`src/rtl/mod47_pkg.sv`:
```
// Shared constants, FSM state type and single-step reduction helper
// for the mod-47 residue datapath.
package mod47_pkg;

    localparam int MOD    = 47;
    localparam int W      = 6;
    localparam int K      = 25;
    localparam int MAXLEN = 16;
    localparam int LEN_W  = 5;

    typedef enum logic [1:0] {
        IDLE = 2'd0,
        RUN  = 2'd1,
        DONE = 2'd2
    } state_t;

    // Operands never exceed 63, so a single conditional subtract fully reduces them.
    function automatic logic [W-1:0] reduce_once(input logic [W-1:0] x);
        return (x >= W'(MOD)) ? x - W'(MOD) : x;
    endfunction

endpackage

```
`src/rtl/mod47_add.sv`:
```
// Combinational modular adder: both inputs already reduced below 47,
// so the 7-bit sum is at most 92 and one conditional subtract suffices.
module mod47_add
    import mod47_pkg::*;
(
    input  logic [W-1:0] i_a,
    input  logic [W-1:0] i_b,
    output logic [W-1:0] o_sum
);

    logic [W:0] w_sum;
    logic [W:0] w_sumRed;

    assign w_sum    = {1'b0, i_a} + {1'b0, i_b};
    assign w_sumRed = (w_sum >= (W+1)'(MOD)) ? w_sum - (W+1)'(MOD) : w_sum;
    assign o_sum    = w_sumRed[W-1:0];

endmodule

```
`src/rtl/mod47_horner_seq.sv`:
```
// Horner-rule sequencer: folds a stream of base-25 digits into one residue mod 47,
// using an external constant-multiplier LUT for the K*acc step.
module mod47_horner_seq
    import mod47_pkg::*;
(
    input  logic             clk,
    input  logic             rst_n,
    input  logic             i_start,
    input  logic [LEN_W-1:0] i_len,
    input  logic             i_digit_valid,
    input  logic [W-1:0]     i_digit,
    output logic             o_digit_ready,
    output logic [W-1:0]     o_lut_x,
    input  logic [W-1:0]     i_lut_z,
    output logic             o_res_valid,
    output logic [W-1:0]     o_res,
    input  logic             i_res_ready,
    output logic             o_busy,
    output logic             o_err
);

    state_t           r_state;
    state_t           w_nextState;
    logic [W-1:0]     r_acc;
    logic [LEN_W-1:0] r_cnt;
    logic             r_err;

    logic             w_accept;
    logic             w_digitErr;
    logic             w_lutErr;
    logic             w_lenBad;
    logic [W-1:0]     w_digitRed;
    logic [W-1:0]     w_lutRed;
    logic [W-1:0]     w_sum;

    // Out-of-range digits and LUT results are folded back into range but flagged.
    assign w_digitErr = (i_digit >= W'(MOD));
    assign w_lutErr   = (i_lut_z >= W'(MOD));
    assign w_digitRed = reduce_once(i_digit);
    assign w_lutRed   = reduce_once(i_lut_z);
    assign w_lenBad   = (i_len > LEN_W'(MAXLEN));

    mod47_add u_add (
        .i_a   (w_lutRed),
        .i_b   (w_digitRed),
        .o_sum (w_sum)
    );

    always_ff @(posedge clk or negedge rst_n) begin
        if (!rst_n) begin
            r_state <= IDLE;
        end else begin
            r_state <= w_nextState;
        end
    end

    always_comb begin
        w_nextState   = r_state;
        o_digit_ready = 1'b0;
        o_res_valid   = 1'b0;
        o_busy        = 1'b1;
        w_accept      = 1'b0;
        case (r_state)
            IDLE: begin
                o_busy = 1'b0;
                if (i_start) begin
                    // Empty or oversize jobs skip straight to the result.
                    if ((i_len == '0) || w_lenBad) begin
                        w_nextState = DONE;
                    end else begin
                        w_nextState = RUN;
                    end
                end
            end
            RUN: begin
                o_digit_ready = 1'b1;
                w_accept      = i_digit_valid;
                if (i_digit_valid && (r_cnt == LEN_W'(1))) begin
                    w_nextState = DONE;
                end
            end
            DONE: begin
                o_res_valid = 1'b1;
                if (i_res_ready) begin
                    w_nextState = IDLE;
                end
            end
            default: begin
                w_nextState = IDLE;
            end
        endcase
    end

    always_ff @(posedge clk or negedge rst_n) begin
        if (!rst_n) begin
            r_acc <= '0;
            r_cnt <= '0;
            r_err <= 1'b0;
        end else if ((r_state == IDLE) && i_start) begin
            r_acc <= '0;
            r_cnt <= i_len;
            r_err <= w_lenBad;
        end else if (w_accept) begin
            r_acc <= w_sum;
            r_cnt <= r_cnt - LEN_W'(1);
            r_err <= r_err | w_digitErr | w_lutErr;
        end
    end

    assign o_lut_x = r_acc;
    assign o_res   = r_acc;
    assign o_err   = r_err;

endmodule

```
`config.mk`:
```
export PLATFORM = sky130hd
export DESIGN_NAME = mod47_horner_seq
export DESIGN_NICKNAME = d
export VERILOG_FILES = /design/src/rtl/mod47_pkg.sv /design/src/rtl/mod47_add.sv /design/src/rtl/mod47_horner_seq.sv
export SDC_FILE = /design/constraint.sdc
export NUM_CORES = 1
export LEC_CHECK = 0
export BUFFER_PORTS_ARGS = -buffer_cell sky130_fd_sc_hd__buf_4
export CORE_MARGIN = 2
export CORE_UTILIZATION = 54
export CTS_BUF_LIST = sky130_fd_sc_hd__clkbuf_4
export CTS_CLUSTER_SIZE = 40
export DETAILED_ROUTE_END_ITERATION = 6
export GPL_ROUTABILITY_DRIVEN = 0
export PLACE_DENSITY = 0.82
export SLEW_MARGIN = 30
export SYNTH_ARGS = -nofsm -noshare
export SYNTH_HDL_FRONTEND = slang
export SYNTH_SLANG_ARGS = --single-unit
export TNS_END_PERCENT = 30
```
`constraint.sdc`:
```
create_clock -name clk -period 2 [get_ports clk]
set_clock_uncertainty 0.15 [all_clocks]
set_input_delay 0.4 -clock clk [delete_from_list [all_inputs] [get_ports clk]]
set_output_delay 0.4 -clock clk [all_outputs]
set_load 0.02 [all_outputs]
```
# Word-level counts from Yosys, hierarchy flattened
# Cells that the tools add are included.
# Widths: inputs -> output; s select.
[classes] bitwise_logic=2 magnitude_cmp=4 muxes=18 n_eq_ne=6 reduce_logical=7 n_addsub=5
[ops] cell="$mux 6" count=5
[ops] cell="$sub 6x6->6 const B" count=3
[ops] cell="$ge 6x6->1 const B" count=2
[ops] cell="$mux 5" count=2
[ops] cell="$mux 2" count=4
[ops] cell="$add 6x6->7" count=1
[ops] cell="$ge 7x6->1 const B" count=1
[ops] cell="$mux 1" count=6
[ops] cell="$ne 2x2->1 const B" count=3
[ops] cell="$pmux 2 s3" count=1
[ops] cell="$eq 5x1->1 const B" count=1
[ops] cell="$gt 5x5->1 const B" count=1
[ops] cell="$logic_not 5->1" count=1
[ops] cell="$sub 5x1->5 const B" count=1
[ops] cell="$reduce_and 3->1" count=1
[ops] cell="$eq 2x1->1 const B" count=1
[ops] cell="$eq 2x2->1 const B" count=1
[ops] cell="$logic_and 1x1->1" count=2
[ops] cell="$logic_not 2->1" count=1
[ops] cell="$or 1x1->1" count=2
[ops] cell="$reduce_bool 2->1" count=1
[ops] cell="$logic_or 1x1->1" count=1
[word_totals] output_inout_bits=16 input_bits=22 register_bits=14

# Longest topological paths before layout
[depth] depth_word=7 ltp_mapped=14 mapped_depth_nobuf=14

# Modules after synthesis
# From an unflattened synthesis, not the netlist that was laid out.
[unflattened] hier_cells=166 hier_area_um2=1526.5
[by_module_without_submodules] module="mod47_horner_seq" instances=1 cells_per_inst=98 area_per_inst_um2=1004.7
[by_module_without_submodules] module="mod47_add" instances=1 cells_per_inst=68 area_per_inst_um2=521.8

# Worst setup path after synthesis
# OpenSTA, ideal clock, no wires.
[synth_path] kind="input-to-reg" start="in i_digit[0]" end="reg r_acc[3] (netlist: o_lut_x[3])" cell_stages=13 slack_ps=-1349 arrival_time_ps=3117 required_time_ps=1768 cell_sequence="ha_1 and3_1 nor2_1 nor2_1 mux2_2 fa_1 ha_1 a21o_1 nand2_1 o32ai_2 a21oi_1 or3_1 a31oi_1"
[synth_via] elab_chain_cells=7 elab_cells_between_ends=9 classes_between="add/sub (3); order compare (2); mux (4)"
[synth_lines] element="start, declared" line="mod47_horner_seq.sv:11" text="input logic [W-1:0] i_digit,"
[synth_lines] element="$sub 6x6->6 / $ge 6x6->1 (equally long branches)" line="mod47_pkg.sv:19" text="return (x >= W'(MOD)) ? x - W'(MOD) : x;"
[synth_lines] element="$mux 6 *" line="mod47_pkg.sv:19"
[synth_lines] element="$add 6x6->7 *" line="mod47_add.sv:14" text="assign w_sum = {1'b0, i_a} + {1'b0, i_b};"
[synth_lines] element="$sub 6x6->6 / $ge 7x6->1 (equally long branches)" line="mod47_add.sv:15" text="assign w_sumRed = (w_sum >= (W+1)'(MOD)) ? w_sum - (W+1)'(MOD) : w_sum;"
[synth_lines] element="$mux 6 *" line="mod47_add.sv:15"
[synth_lines] element="$mux 6 *" line="mod47_horner_seq.sv:103" text="end else if (w_accept) begin"
[synth_lines] element="$mux 6 *" line="mod47_horner_seq.sv:99" text="end else if ((r_state == IDLE) && i_start) begin"
[synth_lines] element="end signal, assigned" line="mod47_horner_seq.sv:104" text="r_acc <= w_sum;"
[synth_lines] element="end, declared" line="mod47_horner_seq.sv:24" text="logic [W-1:0] r_acc;"
# Every way passes the cells marked *; elsewhere a longest branch is shown, timed or not. The select of a mux whose other input is x is not followed.
# A chain may end at the register's enable or synchronous reset.

# Worst setup path in the final report
[layout_path] start="in i_lut_z[0]" end="reg r_acc[4] (netlist: o_lut_x[4])"
[layout_via] elab_chain_cells=7 elab_cells_between_ends=9 classes_between="add/sub (3); order compare (2); mux (4)"
[layout_lines] element="start, declared" line="mod47_horner_seq.sv:14" text="input logic [W-1:0] i_lut_z,"
[layout_lines] element="$sub 6x6->6 / $ge 6x6->1 (equally long branches)" line="mod47_pkg.sv:19"
[layout_lines] element="$mux 6 *" line="mod47_pkg.sv:19"
[layout_lines] element="$add 6x6->7 *" line="mod47_add.sv:14"
[layout_lines] element="$sub 6x6->6 / $ge 7x6->1 (equally long branches)" line="mod47_add.sv:15"
[layout_lines] element="$mux 6 *" line="mod47_add.sv:15"
[layout_lines] element="$mux 6 *" line="mod47_horner_seq.sv:103"
[layout_lines] element="$mux 6 *" line="mod47_horner_seq.sv:99"
# Marks and branches as above.

==> results.yml <==
status:
  status: "complete, but fails checks"
  violations: "negative setup slack"
cells_and_area:
  area_growth_pct: 49.59
  antennaDiodeCount: 0
  layout_commonest_cell: "buf_4"
  nNetsFinal: 262
  final_cell_mix: "71 x buf_4, 14 x nor2_1, 14 x dfrtp_1, 12 x nand2_1"
  final_layout_size_suffix_gt1_share_pct: 44.69
yosys:
  ys_ff_latch: 14
  synth.avg_cell_area_sq_um: 8.711
  synth_cell_types: 54
  synth_edf_count: 0
  synth_ff_type: "dfrtp_1"
  async_reset_ff_share_pct: 100.0
  yosysTopAreaCellShare_pct: 25.62
  syn-cell-area_sq_um: 1368
  netlist_instances: 157
  synth.area.top_cells: "dfrtp_1 26%, ha_1 11%, nor2_1 4.9%, buf_4 3.3%, nand2_1 3.3%"
  yosysTopAreaCell: "dfrtp_1"
  syn_nets: 192
  yosys_warnings: 0
  ys_seq_area_share_pct: 25.62
route:
  wirelength_um: 3779
  drtIter0Drc: 35
  drtAntennaViolNets: 0
  avgViaCountPerCell: 5.840
  drtPass1Iterations: 4
  routedWlPerCell_um: 14.76
  vias: 1495
  remaining_drc_errors: 0
pwr:
  pwr-share-clk_pct: 8.1
  p_switching_w: 0.0009666
  leakagePower_nw: 1.004
  intPower_w: 0.001128
  p_seq_share_pct: 26.0
  comb_power_share_pct: 65.9
  ir_drop_uv: 993.5
  p_sw_share_pct: 46.16
  power_density_nw_per_um2: 1024
critical_path:
  cp.arrival_ns: 3.02
  crit_type: "in -> reg"
  reg2reg_depth: 6
  startpoint_type: "primary input"
  path_max_fanout: 5
  cp.required_ns: 2.00
  worstSetupEndpointType: "flip-flop"
global_route:
  grt_usage_pct: 28.79
  first_global_vias: 1482
  antenna_found_initial: 0
  grt_overflow: 0
  grt_max_degree: 15
  grt_pass1_wl_um: 6106
die:
  rows: 18
  io_pins: 38
  start_util_pct: 56.22
  die_area_sq_um: 2951
  dieWidth_um: 54.33
  die_y_um: 54.33
  fp.coreArea_sq_um: 2432
clocking:
  cts_tree: "built"
  cts_made_buffers: 3
  cts.clk_slew.worst_paths_ns: 0.09
  root_buffer: "clkbuf_4"
  htree_num_levels: 1
  clk_latency_ns: 0.29
  cts.path.max_buffers: 2
  cts.sinks: 14
timing:
  fin_setup_tns_ns: -5.682
  finalCriticalPeriod_ns: 3.023
  max_freq_mhz: 330.8
  worst_pin_slew_ns: 0.4334
  setup_viol: 6
  rsz0062_at_grt: "true"
  whs_ns: 0.1720
  fin_crit_sh_pct: 151.1
  worst_slack_ns: -1.023
  relSlewSlack_pct: 70.88
  slew_violations: 0
  hold_viol_final: 0
placement:
  dp_hpwl_um: 3133
  port_buffers: 37
  post-place-ws_ns: -1.426
flow_run:
  cap_violations: 0
min_path:
  hold_class: "in -> reg"
  holdPathStages: 3
## layout make-up
| type | instances | area, sq um |
|---|---|---|
| fillers | 154 | 386.6 |
| well taps | 30 | 37.54 |
| flip-flops and latches | 14 | 350.3 |
| inverters | 7 | 26.28 |
| multi-input cells | 127 | 1036 |
| repair buffers | 74 | 569.3 |
| clock buffers | 3 | 22.52 |
| clock inverters | 1 | 3.754 |
## repair_timing
item                                   in CTS  in global routing
hold buffers                                1                  0
setup endpoints to repair                   6                  6
pin swaps                                   6                  0
buffers inserted                            2                  0
resized for setup                           5                  2
endpoints found under the hold margin      14                  0
## per-layer routing
metal  global-route usage (%)  routed length, um  vias to the layer above
met3                    3.552                190                       13
met4                    14.58                112                        0
li1                         -                  -                      720
met1                    30.42               1502                      695
met5                        0                  0                        -
met2                    55.02               1973                       67
## flip-flops by register name (all words and copies together), names as in the netlist
| register | cells |
|---|---|
| r_state | 2 |
| o_err | 1 |
| o_lut_x | 6 |
| r_cnt | 5 |
## power by group through the flow
stage / clock, W / combinational, W / sequential [W]
2_1_floorplan: 0 / 0.000787 / 0.000596
3_3_place_gp: 0 / 0.00127 / 0.000533
3_5_place_dp: 0 / 0.00132 / 0.000549
4_1_cts: 0.000171 / 0.00135 / 0.000543
5_1_grt: 0.000189 / 0.00151 / 0.000561
6_report: 0.000169 / 0.00138 / 0.000545
## cell usage after synthesis, types with 3 or more instances
| master | n |
|---|---|
| a21o_1 | 3 |
| a21oi_1 | 5 |
| a31oi_1 | 3 |
| and3_1 | 3 |
| buf_4 | 6 |
| dfrtp_1 | 14 |
| ha_1 | 12 |
| inv_1 | 7 |
| nand2_1 | 12 |
| nand3_1 | 6 |
| nor2_1 | 18 |
| o21a_1 | 3 |
| o21ai_0 | 8 |
| xnor2_1 | 5 |
## final timing paths
| kind | start | endpoint | slack (ns) |
|---|---|---|---|
| min | i_len[1] | r_cnt[1]$_DFFE_PN0P_ | 0.17 |
| max in group asynchronous | rst_n | o_lut_x[3]$_DFFE_PN0P_ | 1.18 |
| min in group asynchronous | rst_n | o_err$_DFFE_PN0P_ | 0.33 |
| max reg2reg | r_state[0]$_DFFE_PN0P_ | o_lut_x[4]$_DFFE_PN0P_ | 0.20 |
| max | i_lut_z[0] | o_lut_x[4]$_DFFE_PN0P_ | -1.02 |
| min reg2reg | o_lut_x[5]$_DFFE_PN0P_ | o_lut_x[5]$_DFFE_PN0P_ | 0.38 |
## critical path: stages
cell and delay [ns]:
buf_4 0.10, ha_4 0.12, and3_4 0.19, nor2_4 0.04, nor2_4 0.12, buf_4 0.13, nand4_1 0.14, xnor2_1 0.16
ha_1 0.35, o21ai_0 0.12, nor2_1 0.18, buf_4 0.15, nor3_1 0.07, o311a_1 0.36, a31oi_1 0.26, o41ai_4 0.13
## logic make-up (layout without fill, tap and decap cells)
group | count (synthesis) | in the layout | synth area share, %
mux | 3 | 3 | 2.379
flops | 14 | 14 | 25.62
simple gates | 57 | 57 | 21.04
compound gates | 46 | 46 | 26.72
fa+ha+maj | 13 | 13 | 12.44
xor+xnor | 8 | 8 | 5.673
buf+inv | 16 | 85 | 6.130
## through the flow
step / cell area (sq um) / cells / utilization (%) / total power, W
2_1_floorplan: 1445 / 157 / - / 0.001383
3_3_place_gp: 1958 / 249 / 80.50 / 0.001806
3_5_place_dp: 1958 / 249 / 80.50 / 0.001874
4_1_cts: 2032 / 256 / 83.54 / 0.002069
5_1_grt: 2046 / 256 / 84.10 / 0.002255
6_report: 2046 / 256 / 84.10 / 0.002094
Note: power is estimated with default switching activity, not from simulation.
